File: src/rtl/ysyx_24100012_pkg.sv
// Shared definitions for the load/store unit: funct3 codes, access lengths,
// FSM state encoding and small decode helpers.
package ysyx_24100012_pkg;

    localparam logic [2:0] LB  = 3'b000;
    localparam logic [2:0] LH  = 3'b001;
    localparam logic [2:0] LW  = 3'b010;
    localparam logic [2:0] LBU = 3'b100;
    localparam logic [2:0] LHU = 3'b101;

    localparam int LEN_B = 1;
    localparam int LEN_H = 2;
    localparam int LEN_W = 4;

    typedef enum logic [1:0] {
        ST_IDLE  = 2'd0,
        ST_ISSUE = 2'd1,
        ST_WAIT  = 2'd2,
        ST_RESP  = 2'd3
    } lsu_state_e;

    function automatic logic funct3_legal(input logic [2:0] f3);
        return (f3 == LB) || (f3 == LH) || (f3 == LW) || (f3 == LBU) || (f3 == LHU);
    endfunction

    // Stores reuse the load encodings for size, so 100/101 act as byte/half.
    function automatic logic [2:0] len_of(input logic [2:0] f3);
        case (f3[1:0])
            2'b00:   return 3'(LEN_B);
            2'b01:   return 3'(LEN_H);
            default: return 3'(LEN_W);
        endcase
    endfunction

    function automatic logic misaligned(input logic [2:0] f3, input logic [1:0] addr_lo);
        case (f3[1:0])
            2'b01:   return addr_lo[0];
            2'b10:   return addr_lo != 2'b00;
            default: return 1'b0;
        endcase
    endfunction

endpackage

File: src/rtl/ysyx_24100012_lsu_if.sv
// EXU-side request/response channel and data-memory channel of the LSU.
interface ysyx_24100012_lsu_req_if #(
    parameter int ADDR_WIDTH = 32,
    parameter int DATA_WIDTH = 32
);
    logic                  req_valid;
    logic                  req_ready;
    logic                  req_store;
    logic [2:0]            req_funct3;
    logic [ADDR_WIDTH-1:0] req_addr;
    logic [DATA_WIDTH-1:0] req_wdata;
    logic                  resp_valid;
    logic [DATA_WIDTH-1:0] resp_rdata;
    logic                  resp_fault;

    modport master (
        output req_valid, req_store, req_funct3, req_addr, req_wdata,
        input  req_ready, resp_valid, resp_rdata, resp_fault
    );

    modport slave (
        input  req_valid, req_store, req_funct3, req_addr, req_wdata,
        output req_ready, resp_valid, resp_rdata, resp_fault
    );
endinterface

interface ysyx_24100012_lsu_mem_if #(
    parameter int ADDR_WIDTH = 32,
    parameter int DATA_WIDTH = 32
);
    logic                  mem_valid;
    logic                  mem_ready;
    logic                  mem_ren;
    logic                  mem_wen;
    logic [ADDR_WIDTH-1:0] mem_addr;
    logic [DATA_WIDTH-1:0] mem_len;
    logic [DATA_WIDTH-1:0] mem_wdata;
    logic                  mem_rvalid;
    logic [DATA_WIDTH-1:0] mem_rdata;

    modport master (
        output mem_valid, mem_ren, mem_wen, mem_addr, mem_len, mem_wdata,
        input  mem_ready, mem_rvalid, mem_rdata
    );

    modport slave (
        input  mem_valid, mem_ren, mem_wen, mem_addr, mem_len, mem_wdata,
        output mem_ready, mem_rvalid, mem_rdata
    );
endinterface

File: src/rtl/ysyx_24100012_lsu_ext.sv
// Load-data extender: picks the byte/half/word from right-justified memory
// data and sign- or zero-extends it according to funct3.
module ysyx_24100012_lsu_ext
    import ysyx_24100012_pkg::*;
#(
    parameter int DATA_WIDTH = 32
) (
    input  logic [2:0]            funct3_i,
    input  logic [DATA_WIDTH-1:0] raw_i,
    output logic [DATA_WIDTH-1:0] data_o
);

    always_comb begin
        data_o = raw_i;
        case (funct3_i)
            LB:      data_o = {{(DATA_WIDTH-8){raw_i[7]}}, raw_i[7:0]};
            LH:      data_o = {{(DATA_WIDTH-16){raw_i[15]}}, raw_i[15:0]};
            LBU:     data_o = {{(DATA_WIDTH-8){1'b0}}, raw_i[7:0]};
            LHU:     data_o = {{(DATA_WIDTH-16){1'b0}}, raw_i[15:0]};
            default: data_o = raw_i;
        endcase
    end

endmodule

File: src/rtl/ysyx_24100012_lsu.sv
// Load/store unit: accepts one EXU access, checks alignment, runs a single
// memory handshake with a timeout and returns a one-cycle response.
//
// state | meaning
// IDLE  | ready for a request
// ISSUE | mem_valid held until the memory accepts
// WAIT  | accepted, waiting for mem_rvalid
// RESP  | one-cycle resp_valid pulse
module ysyx_24100012_lsu
    import ysyx_24100012_pkg::*;
#(
    parameter int ADDR_WIDTH = 32,
    parameter int DATA_WIDTH = 32,
    parameter int TIMEOUT    = 255
) (
    input  logic                     clk,
    input  logic                     rst_n,
    ysyx_24100012_lsu_req_if.slave   req,
    ysyx_24100012_lsu_mem_if.master  mem
);

    localparam logic [15:0] TIMEOUT_CNT = 16'(TIMEOUT);

    lsu_state_e            state_q, state_d;
    logic                  store_q, store_d;
    logic [2:0]            funct3_q, funct3_d;
    logic [ADDR_WIDTH-1:0] addr_q, addr_d;
    logic [DATA_WIDTH-1:0] wdata_q, wdata_d;
    logic [DATA_WIDTH-1:0] rdata_q, rdata_d;
    logic                  fault_q, fault_d;
    logic [15:0]           cnt_q, cnt_d;

    logic [DATA_WIDTH-1:0] ext_data;
    logic [DATA_WIDTH-1:0] wdata_masked;
    logic [2:0]            len_bytes;
    logic                  timed_out;

    ysyx_24100012_lsu_ext #(
        .DATA_WIDTH (DATA_WIDTH)
    ) u_ext (
        .funct3_i (funct3_q),
        .raw_i    (mem.mem_rdata),
        .data_o   (ext_data)
    );

    assign len_bytes = len_of(funct3_q);
    assign timed_out = (cnt_q + 16'd1) == TIMEOUT_CNT;

    always_comb begin
        wdata_masked = wdata_q;
        case (len_bytes)
            3'd1:    wdata_masked = DATA_WIDTH'(wdata_q[7:0]);
            3'd2:    wdata_masked = DATA_WIDTH'(wdata_q[15:0]);
            default: wdata_masked = wdata_q;
        endcase
    end

    always_comb begin
        state_d  = state_q;
        store_d  = store_q;
        funct3_d = funct3_q;
        addr_d   = addr_q;
        wdata_d  = wdata_q;
        rdata_d  = rdata_q;
        fault_d  = fault_q;
        cnt_d    = cnt_q;

        req.req_ready  = 1'b0;
        req.resp_valid = 1'b0;
        req.resp_fault = 1'b0;
        req.resp_rdata = '0;
        mem.mem_valid  = 1'b0;
        mem.mem_ren    = 1'b0;
        mem.mem_wen    = 1'b0;
        mem.mem_addr   = '0;
        mem.mem_len    = '0;
        mem.mem_wdata  = '0;

        case (state_q)
            ST_IDLE: begin
                req.req_ready = 1'b1;
                if (req.req_valid) begin
                    store_d  = req.req_store;
                    funct3_d = req.req_funct3;
                    addr_d   = req.req_addr;
                    wdata_d  = req.req_wdata;
                    cnt_d    = '0;
                    rdata_d  = '0;
                    if (!funct3_legal(req.req_funct3) ||
                        misaligned(req.req_funct3, req.req_addr[1:0])) begin
                        fault_d = 1'b1;
                        state_d = ST_RESP;
                    end else begin
                        fault_d = 1'b0;
                        state_d = ST_ISSUE;
                    end
                end
            end
            ST_ISSUE: begin
                mem.mem_valid = 1'b1;
                mem.mem_ren   = !store_q;
                mem.mem_wen   = store_q;
                mem.mem_addr  = addr_q;
                mem.mem_len   = DATA_WIDTH'(len_bytes);
                mem.mem_wdata = wdata_masked;
                cnt_d         = cnt_q + 16'd1;
                // Completion beats timeout, timeout beats a bare accept.
                if (mem.mem_ready && mem.mem_rvalid) begin
                    rdata_d = store_q ? '0 : ext_data;
                    fault_d = 1'b0;
                    state_d = ST_RESP;
                end else if (timed_out) begin
                    rdata_d = '0;
                    fault_d = 1'b1;
                    state_d = ST_RESP;
                end else if (mem.mem_ready) begin
                    state_d = ST_WAIT;
                end
            end
            ST_WAIT: begin
                cnt_d = cnt_q + 16'd1;
                if (mem.mem_rvalid) begin
                    rdata_d = store_q ? '0 : ext_data;
                    fault_d = 1'b0;
                    state_d = ST_RESP;
                end else if (timed_out) begin
                    rdata_d = '0;
                    fault_d = 1'b1;
                    state_d = ST_RESP;
                end
            end
            ST_RESP: begin
                req.resp_valid = 1'b1;
                req.resp_fault = fault_q;
                req.resp_rdata = rdata_q;
                state_d        = ST_IDLE;
            end
            default: state_d = ST_IDLE;
        endcase
    end

    always_ff @(posedge clk or negedge rst_n) begin
        if (!rst_n) begin
            state_q  <= ST_IDLE;
            store_q  <= 1'b0;
            funct3_q <= '0;
            addr_q   <= '0;
            wdata_q  <= '0;
            rdata_q  <= '0;
            fault_q  <= 1'b0;
            cnt_q    <= '0;
        end else begin
            state_q  <= state_d;
            store_q  <= store_d;
            funct3_q <= funct3_d;
            addr_q   <= addr_d;
            wdata_q  <= wdata_d;
            rdata_q  <= rdata_d;
            fault_q  <= fault_d;
            cnt_q    <= cnt_d;
        end
    end

endmodule

File: src/flat_wrapper.sv
// flat-port wrapper written by rule: the top's interface ports become plain ports
module ysyx_24100012_lsu_flat import ysyx_24100012_pkg::*;
#(
    parameter int ADDR_WIDTH = 32,
    parameter int DATA_WIDTH = 32,
    parameter int TIMEOUT    = 255
)
  (clk, rst_n, req_req_valid, req_req_store, req_req_funct3, req_req_addr, req_req_wdata, req_req_ready, req_resp_valid, req_resp_rdata, req_resp_fault, mem_mem_valid, mem_mem_ren, mem_mem_wen, mem_mem_addr, mem_mem_len, mem_mem_wdata, mem_mem_ready, mem_mem_rvalid, mem_mem_rdata);
  ysyx_24100012_lsu_req_if #(.ADDR_WIDTH(ADDR_WIDTH), .DATA_WIDTH(DATA_WIDTH)) req_i ();
  ysyx_24100012_lsu_mem_if #(.ADDR_WIDTH(ADDR_WIDTH), .DATA_WIDTH(DATA_WIDTH)) mem_i ();
  input  logic clk;
  input  logic rst_n;
  input wire logic [$bits(req_i.req_valid)-1:0] req_req_valid;
  input wire logic [$bits(req_i.req_store)-1:0] req_req_store;
  input wire logic [$bits(req_i.req_funct3)-1:0] req_req_funct3;
  input wire logic [$bits(req_i.req_addr)-1:0] req_req_addr;
  input wire logic [$bits(req_i.req_wdata)-1:0] req_req_wdata;
  output wire logic [$bits(req_i.req_ready)-1:0] req_req_ready;
  output wire logic [$bits(req_i.resp_valid)-1:0] req_resp_valid;
  output wire logic [$bits(req_i.resp_rdata)-1:0] req_resp_rdata;
  output wire logic [$bits(req_i.resp_fault)-1:0] req_resp_fault;
  output wire logic [$bits(mem_i.mem_valid)-1:0] mem_mem_valid;
  output wire logic [$bits(mem_i.mem_ren)-1:0] mem_mem_ren;
  output wire logic [$bits(mem_i.mem_wen)-1:0] mem_mem_wen;
  output wire logic [$bits(mem_i.mem_addr)-1:0] mem_mem_addr;
  output wire logic [$bits(mem_i.mem_len)-1:0] mem_mem_len;
  output wire logic [$bits(mem_i.mem_wdata)-1:0] mem_mem_wdata;
  input wire logic [$bits(mem_i.mem_ready)-1:0] mem_mem_ready;
  input wire logic [$bits(mem_i.mem_rvalid)-1:0] mem_mem_rvalid;
  input wire logic [$bits(mem_i.mem_rdata)-1:0] mem_mem_rdata;
  assign req_i.req_valid = req_req_valid;
  assign req_i.req_store = req_req_store;
  assign req_i.req_funct3 = req_req_funct3;
  assign req_i.req_addr = req_req_addr;
  assign req_i.req_wdata = req_req_wdata;
  assign req_req_ready = req_i.req_ready;
  assign req_resp_valid = req_i.resp_valid;
  assign req_resp_rdata = req_i.resp_rdata;
  assign req_resp_fault = req_i.resp_fault;
  assign mem_mem_valid = mem_i.mem_valid;
  assign mem_mem_ren = mem_i.mem_ren;
  assign mem_mem_wen = mem_i.mem_wen;
  assign mem_mem_addr = mem_i.mem_addr;
  assign mem_mem_len = mem_i.mem_len;
  assign mem_mem_wdata = mem_i.mem_wdata;
  assign mem_i.mem_ready = mem_mem_ready;
  assign mem_i.mem_rvalid = mem_mem_rvalid;
  assign mem_i.mem_rdata = mem_mem_rdata;
  ysyx_24100012_lsu #(.ADDR_WIDTH(ADDR_WIDTH), .DATA_WIDTH(DATA_WIDTH), .TIMEOUT(TIMEOUT)) u_core (.clk(clk), .rst_n(rst_n), .req(req_i), .mem(mem_i));
endmodule
File: config.mk
export PLATFORM = sky130hd
export DESIGN_NAME = ysyx_24100012_lsu_flat
export DESIGN_NICKNAME = d
export VERILOG_FILES = /design/src/rtl/ysyx_24100012_pkg.sv /design/src/rtl/ysyx_24100012_lsu_if.sv /design/src/rtl/ysyx_24100012_lsu_ext.sv /design/src/rtl/ysyx_24100012_lsu.sv /design/src/flat_wrapper.sv
export SDC_FILE = /design/constraint.sdc
export NUM_CORES = 1
export LEC_CHECK = 0
export ABC_AREA = 1
export ABC_CLOCK_PERIOD_IN_PS = 2900
export CORE_ASPECT_RATIO = 1.2
export CORE_MARGIN = 4
export CORE_UTILIZATION = 50
export CTS_BUF_LIST = sky130_fd_sc_hd__clkbuf_4
export DETAILED_ROUTE_END_ITERATION = 8
export DONT_BUFFER_PORTS = 1
export RECOVER_POWER = 50
export SLEW_MARGIN = 10
export SYNTH_ARGS = -nofsm -noshare
export SYNTH_HDL_FRONTEND = slang
export SYNTH_SLANG_ARGS = --single-unit
File: constraint.sdc
create_clock -name clk -period 2.9 [get_ports clk]
set_clock_uncertainty 0.05 [all_clocks]
set_input_delay 0.58 -clock clk [delete_from_list [all_inputs] [get_ports clk]]
set_output_delay 0.58 -clock clk [all_outputs]
set_load 0.01 [all_outputs]
Yosys cells after proc, flatten, opt, wreduce, memory -nomap -nowiden
Index checks and enable logic that the tools add are counted.

cells by class
  $add $sub $neg = 1
  equal/unequal tests = 19
  multiplexer cells = 38
  reduce and logical (&&, ||, !) cells = 20

operator list
  kind                     count
  $mux W32                 8
  $pmux W32 S4             1
  $pmux W32 S3             1
  $pmux W32 S2             1
  $pmux W16 S2             1
  $add A16 B1 Y16 const B  1
  $eq A16 B8 Y1 const B    1
  $mux W16                 1
  $mux W2                  7
  $mux W1                  13
  $eq A3 B3 Y1 const B     4
  $eq A3 B1 Y1 const B     3
  $pmux W2 S4              1
  $eq A2 B1 Y1 const B     3
  $eq A2 B2 Y1 const B     3
  $eq A3 B2 Y1 const B     2
  $logic_not A3 Y1         2
  $pmux W3 S2              1
  $reduce_and A2 Y1        3
  $logic_or A1 B1 Y1       5
  $logic_not A2 Y1         2
  $ne A4 B2 Y1 const B     1
  $reduce_bool A2 Y1       2
  $mux W3                  1
  9 further kinds          10

word-level totals
  bits in registers = 119
  input port bits = 105
  output and inout bits = 134

Depth between registers and ports, before layout
Gate-level depths: netlist of run 1.

  depth in word-level cells = 10
  depth in mapped cells = 15

By module
A second synthesis of run 1 with hierarchy kept.

second synthesis, totals
  cells, all modules = 1,151
  area total of the unflattened synthesis = 7,840.0 um^2

modules (own cells, without submodules)
  module                 instances  cells an instance  area an instance (um^2)
  ysyx_24100012_lsu      1          1,081              7,450.9
  ysyx_24100012_lsu_ext  1          70                 389.1

Worst setup path before layout of run 1
Ideal clock, no wire load.

  path kind = register to output
  from = reg u_core.funct3_q[1]
  to = out mem_mem_wdata[10]
  arrival = 1,838 ps
  setup slack = 432 ps
  cell stages (with the launch flop) = 9
  path buffers = 1
  path through = dfrtp_1 -> nor2_1 -> clkinv_1 -> ha_1 -> or2_2 -> clkbuf_1 -> o21ai_0 -> inv_1 -> nor2_1

between the ends
  cells in the longest elaborated chain, start to end = 5
  elaborated cells between the ends (all ways) = 7

ends and longest elaborated chain
  item                                              RTL line                  text
  start, declared                                   ysyx_24100012_lsu.sv:26   logic [2:0] funct3_q, funct3_d;
  start signal, assigned                            ysyx_24100012_lsu.sv:155  funct3_q <= funct3_d;
  $eq A2 B1 Y1 or $logic_not A2 Y1 (tied branches)  ysyx_24100012_pkg.sv:28   case (f3[1:0])
  $pmux W3 S2 (*)                                   ysyx_24100012_pkg.sv:28
  $eq A3 B2 Y1 or $eq A3 B1 Y1 (tied branches)      ysyx_24100012_lsu.sv:51   case (len_bytes)
  $pmux W32 S2 (*)                                  ysyx_24100012_lsu.sv:51
  $mux W32 (*)                                      ysyx_24100012_lsu.sv:79   case (state_q)
  end, declared                                     flat_wrapper.sv:27        output wire logic [$bits(mem_i.mem_wdata)-1:0] mem_mem_wdata;

Mark *: on every way between the ends. The rest lies on a longest branch, timed or not.

Final worst setup path of run 1
  from = reg u_core.funct3_q[0]
  to = out mem_mem_wdata[12]

Same word-level chain as after synthesis.

==> metrics.cfg, run 1 <==
[synthesis]
synth_area_per_cell_um2=6.79
ys_warn_count=0
synth-edff-count=0
ys_top_cells_by_count=nand2_1 (450), inv_1 (146), dfrtp_1 (119)
async_flop_share_pct=100
synth-seq-cells=119
synth_area_um2=6770
synth_area_leaders=dfrtp_1 (44%), nand2_1 (25%), inv_1 (8.1%)
yosysSeqAreaShare_pct=44.0
syn_inst=997
synth_ff_type=dfrtp_1
synth.most_common_cell=nand2_1
synth_largest_area_cell=dfrtp_1
synth.distinct_cells=31
synth_top_cell_area_share_pct=44.0

[detailed_routing]
firstDrtPassIters=7
drtIter0Drc=383
via_per_inst=4.99
wl_um=17300
vias=5856
drc=0
detail-route-antenna-nets=0
routedWlPerCell_um=14.7

[job]
max-cap-violations=0

[cells_and_area]
area_growth_pct=5.95
nets=1107
drive_gt1_share_pct=7.96
fin_cells=1174

[clock_network]
htree_levels=4
clock_sinks=119
clk_pin_slew_ns=0.11
root_buffer=clkbuf_4
clockBufferDepth=2
tritoncts=done
cts_buffers=17
clock_latency_ns=0.53

[sta]
rsz0062_at_grt=false
maxSlewViolCount=0
slew_headroom_pct=39.0
setup_tns_ns=0
fmax_mhz=365
whs_ns=-0.324
max_slew.worst_pin.slew_ns=0.915
setup_ws_ns=0.157
finalCriticalPeriod_ns=2.74
fin_crit_sh_pct=94.6
hold_viol_final=119
setup_violations=0

[place]
port_buffers=0
place_hpwl_um=11900
placed_cells=1137
pre_cts_slack_ns=0.427
gp_congestion=0.823

[global_route]
grt.total_usage_pct=22.7
grt_max_degree=120
grt_pass1_vias=5579
gr-total-overflow=0
grt_first_pass_wirelength_um=27500
antenna_found_initial=1

[setup_path]
required_ns=2.27
critPathArrivalTime_ns=2.11
reg2reg_to=u_core.wdata_q[22]$_DFFE_PN0P_
r2r_slack_ns=0.41
r2r_cells=7
worst-path-max-fanout=8
worstReg2RegStart=u_core.state_q[0]$_DFFE_PN0P_
worst-setup-path-type=register to output pin
worstSetupEndpoint=mem_mem_wdata[12]
crit_start=u_core.funct3_q[0]$_DFFE_PN0P_
end_kind=output pin
worstSetupStartpointType=register

[floorplanning]
die_x_um=114
io_pins=239
chipHeight_um=135
dieArea_um2=15500
row_count=46
start_util_pct=51.1
fp.coreArea_um2=13200

[run_status]
outcome=finished, violations left
violations=negative hold slack

[min_path]
hp-class=primary input to async pin

[power]
power.leakage_uw=0.00426
peakVddDrop_mv=0.434
cellPowerDensity_nw_per_um2=1000

==> how the worst min path moves through the flow <==
| stage | startpoint | to | cells after the start |
|---|---|---|---|
| after floorplan | rst_n | u_core.addr_q[0]$_DFFE_PN0P_ | 0 |
| after global placement | rst_n | u_core.cnt_q[11]$_DFFE_PN0P_ | 0 |
| after detailed placement | rst_n | u_core.rdata_q[11]$_DFFE_PN0P_ | 0 |
| after CTS | rst_n | u_core.rdata_q[11]$_DFFE_PN0P_ | 0 |
| after global routing | rst_n | u_core.wdata_q[19]$_DFFE_PN0P_ | 0 |
| final | rst_n | u_core.rdata_q[11]$_DFFE_PN0P_ | 0 |
==> sequential cells by signal, indices dropped and copies added, names as in the netlist <==
| register | count |
|---|---|
| u_core.wdata_q | 32 |
| u_core.funct3_q | 3 |
| u_core.store_q | 1 |
| u_core.fault_q | 1 |
| u_core.rdata_q | 32 |
| u_core.cnt_q | 16 |
| u_core.state_q | 2 |
| u_core.addr_q | 32 |
==> cell usage in the layout (no fill, tap or decap), types with 7 or more instances in the layout <==
cell / instances
nand2_1: 449
inv_1: 145
dfrtp_1: 118
o21ai_0: 75
nor2_1: 38
nand3_1: 35
conb_1: 29
clkbuf_4: 21
buf_4: 13
nor2_4: 11
ha_1: 9
a21oi_1: 7
==> final cells by class <==
class,count,area (µm²)
Fill cell,1309,6060
Sequential cell,119,2980
Antenna cell,1,2.50
Multi-Input combinational cell,686,3010
Inverter,150,577
Clock buffer,21,158
Tap cell,168,210
Timing Repair Buffer,18,130
Clock inverter,11,108
==> per-stage QoR <==
stage	total power, µW	util (%)	instance area (µm²)
floorplan	5050	-	6880
global placement	5870	51.4	6810
detailed placement	5910	51.4	6810
CTS	7240	54.2	7170
global route	7850	54.2	7170
finish	7170	54.2	7170
==> report_power, final <==
part | leakage, µW | total, µW | switching, µW | internal (µW)
clock network | 0.000149 | 1150 | 618 | 536
logic | 0.00258 | 3250 | 2320 | 934
registers | 0.00154 | 2760 | 408 | 2360
==> cells by family (layout without fill, tap and decap cells) <==
group	Yosys count	after routing	synth area share, %
other	1	30	0.0554
buffers and inverters	220	200	14.2
adders and majority gates	10	10	1.85
DFF	119	119	44.0
and+or+nand+nor	552	552	32.4
xor gates and xnor gates	1	1	0.129
AOI/OAI and AO/OA	94	94	7.34
==> metal layers <==
metal / wire length (µm) / vias to the layer above / track usage, %
met5: 0 / - / 0
met4: 410 / 0 / 8.18
met3: 1350 / 34 / 7.42
met2: 8520 / 228 / 37.9
met1: 7010 / 2672 / 27.5
li1: - / 2922 / -
==> critical path: stages (launching register included) <==
cell	delay, ns
dfrtp_1	0.41
inv_1	0.05
nor2_1	0.10
inv_2	0.07
ha_1	0.29
or2_4	0.24
o21ai_2	0.05
bufinv_8	0.23
nor2_4	0.14
==> what timing repair did <==
action / in CTS / in global routing
pin swaps: 1 / 3
setup endpoints to repair: 18 / 18
endpoints found under the hold margin: 119 / 119
buffers inserted: 3 / 1
resized for setup: 24 / 7
Power figures use the tool's default switching activity.
==> run 2, diff against run 1 <==
--- a/config.mk
+++ b/config.mk
@@ -7,6 +7,7 @@
 export LEC_CHECK = 0
 export ABC_AREA = 1
 export ABC_CLOCK_PERIOD_IN_PS = 2900
+export CAP_MARGIN = 20
 export CORE_ASPECT_RATIO = 1.2
 export CORE_MARGIN = 4
 export CORE_UTILIZATION = 50
@@ -14,6 +15,7 @@
 export DETAILED_ROUTE_END_ITERATION = 8
 export DONT_BUFFER_PORTS = 1
 export RECOVER_POWER = 50
+export SETUP_SLACK_MARGIN = 0.15
 export SLEW_MARGIN = 10
 export SYNTH_ARGS = -nofsm -noshare
 export SYNTH_HDL_FRONTEND = slang
==> metrics.cfg, run 2 (same netlist as run 1, synthesis figures left out) <==
[sta]
hold_viol_final=119
max_slew.worst_pin.slew_ns=0.966
whs_ns=-0.326
fmax_mhz=368
finalCriticalPeriod_ns=2.72
setup_violations=0
slew_headroom_pct=35.6
maxSlewViolCount=0
rsz0062_at_grt=true
fin_crit_sh_pct=93.8
setup_tns_ns=0

[clock_network]
tritoncts=done
clk_pin_slew_ns=0.11
clock_latency_ns=0.53
root_buffer=clkbuf_4
htree_levels=4
cts_buffers=17
clockBufferDepth=2
clock_sinks=119

[power]
cellPowerDensity_nw_per_um2=1010
power.leakage_uw=0.00432
peakVddDrop_mv=0.448

[setup_path]
worst_path_max_delay_cell=dfrtp_1
worstSetupStartpointType=register
critPathArrivalTime_ns=2.09
slowest_delay_ns=0.43
end_kind=output pin
worst-setup-path-type=register to output pin
worst-path-max-fanout=8
required_ns=2.27
worstPathCellList=inv_1 > nor2_1 > inv_2 > ha_4 > or2_4 > o21ai_2 > bufinv_8 > nor2_4
r2r_cells=13

[detailed_routing]
vias=5868
drc=0
routedWlPerCell_um=14.9
wl_um=17700
via_per_inst=4.96
drtIter0Drc=393
detail-route-antenna-nets=0
firstDrtPassIters=5

[global_route]
antenna_found_initial=1
grt_max_degree=120
busiest_layer=met2
grtUsageMet2_pct=38.8
grt_util_met3_pct=7.15
grt.total_usage_pct=23.1
met1_usage_pct=27.8
grt_first_pass_wirelength_um=28000
gr-total-overflow=0
grt_pass1_vias=5681

[place]
dpl-instance-area_um2=6810
gp_congestion=0.823
place_hpwl_um=11900
port_buffers=0

[run_status]
violations=negative hold slack
outcome=finished, violations left

[cells_and_area]
top_regs=u_core.addr_q (32), u_core.rdata_q (32), u_core.wdata_q (32)
area_growth_pct=8.02
nets=1115
final_common_cell=nand2_1
drive_gt1_share_pct=9.58
stdcell_area_um2=7310
fillers=1304
final_cell_mix=nand2_1 (449), inv_1 (145), dfrtp_1 (118), o21ai_0 (75), nand3_1 (35)

[floorplanning]
io_pins=239
die_x_um=114
chipHeight_um=135
row_count=46
start_util_pct=51.1
dieArea_um2=15500
fp.coreArea_um2=13200

[job]
max-cap-violations=0

[min_path]
hp-class=primary input to async pin

-- run 2: changes by cell type in the layout (fill, tap and decap cells not counted), moves of 2 or more --
cell    delta
buf_4      +7
nor2_1     -7
nor2_2     +6
buf_12     +2
ha_4       +2
-- run 2: report_power, final --
part	internal, µW	switching (µW)
Sequential	2360	417
Combinational	1060	2410
Clock	536	623
-- run 2: layer usage --
| metal | vias up | part of all wire [%] |
|---|---|---|
| met4 | 0 | 2.6 |
| met3 | 34 | 7.1 |
| met1 | 2679 | 41 |
| li1 | 2944 | - |
| met5 | - | 0 |
| met2 | 211 | 49 |
-- run 2: final timing paths --
check | startpoint | slack [ns] | to
setup / recovery | u_core.funct3_q[0]$_DFFE_PN0P_ | 0.18 | mem_mem_wdata[12]
hold / removal | rst_n | -0.33 | u_core.rdata_q[11]$_DFFE_PN0P_
setup reg to reg | u_core.funct3_q[0]$_DFFE_PN0P_ | 0.30 | u_core.rdata_q[22]$_DFFE_PN0P_
hold reg to reg | u_core.addr_q[23]$_DFFE_PN0P_ | 0.44 | u_core.addr_q[23]$_DFFE_PN0P_
max in group asynchronous | rst_n | 2.81 | u_core.rdata_q[25]$_DFFE_PN0P_
min in group clk | req_req_wdata[4] | 0.10 | u_core.wdata_q[4]$_DFFE_PN0P_
-- run 2: metrics by stage --
stage	hold WS (ns)	setup slack (ns)	cells	total power, µW	utilization [%]
global placement	0.239	0.470	1137	5870	51.4
global route	-0.397	0.0613	1182	8070	55.2
CTS	-0.386	0.146	1181	7390	54.9
finish	-0.326	0.181	1182	7400	55.2
detailed placement	0.239	0.427	1137	5910	51.4
floorplan	0.234	0.432	1025	5050	-
-- run 2: layout make-up --
class                           instances  area [µm²]  share of cell area [%]
Multi-Input combinational cell        686        3060                    41.9
Tap cell                              168         210                    2.87
Clock inverter                         11         108                    1.47
Timing Repair Buffer                   26         215                    2.94
Clock buffer                           21         158                    2.16
Inverter                              150         579                    7.92
Antenna cell                            1        2.50                  0.0342
Sequential cell                       119        2980                    40.7
-- run 2: worst max-delay path, delay by kind of cell, from the launching register on --
family / cells / cell delay [ns]
DFF: 1 / 0.43
buffers and inverters: 3 / 0.38
adders and majority gates: 1 / 0.23
and+or+nand+nor: 3 / 0.47
AOI/OAI and AO/OA: 1 / 0.06
-- run 2: repair_timing --
item	4_1_cts	5_1_grt
hold endpoints to repair	119	119
pin swaps	3	1
setup endpoints to repair	37	43
gates resized for setup	29	15
setup buffers	12	0
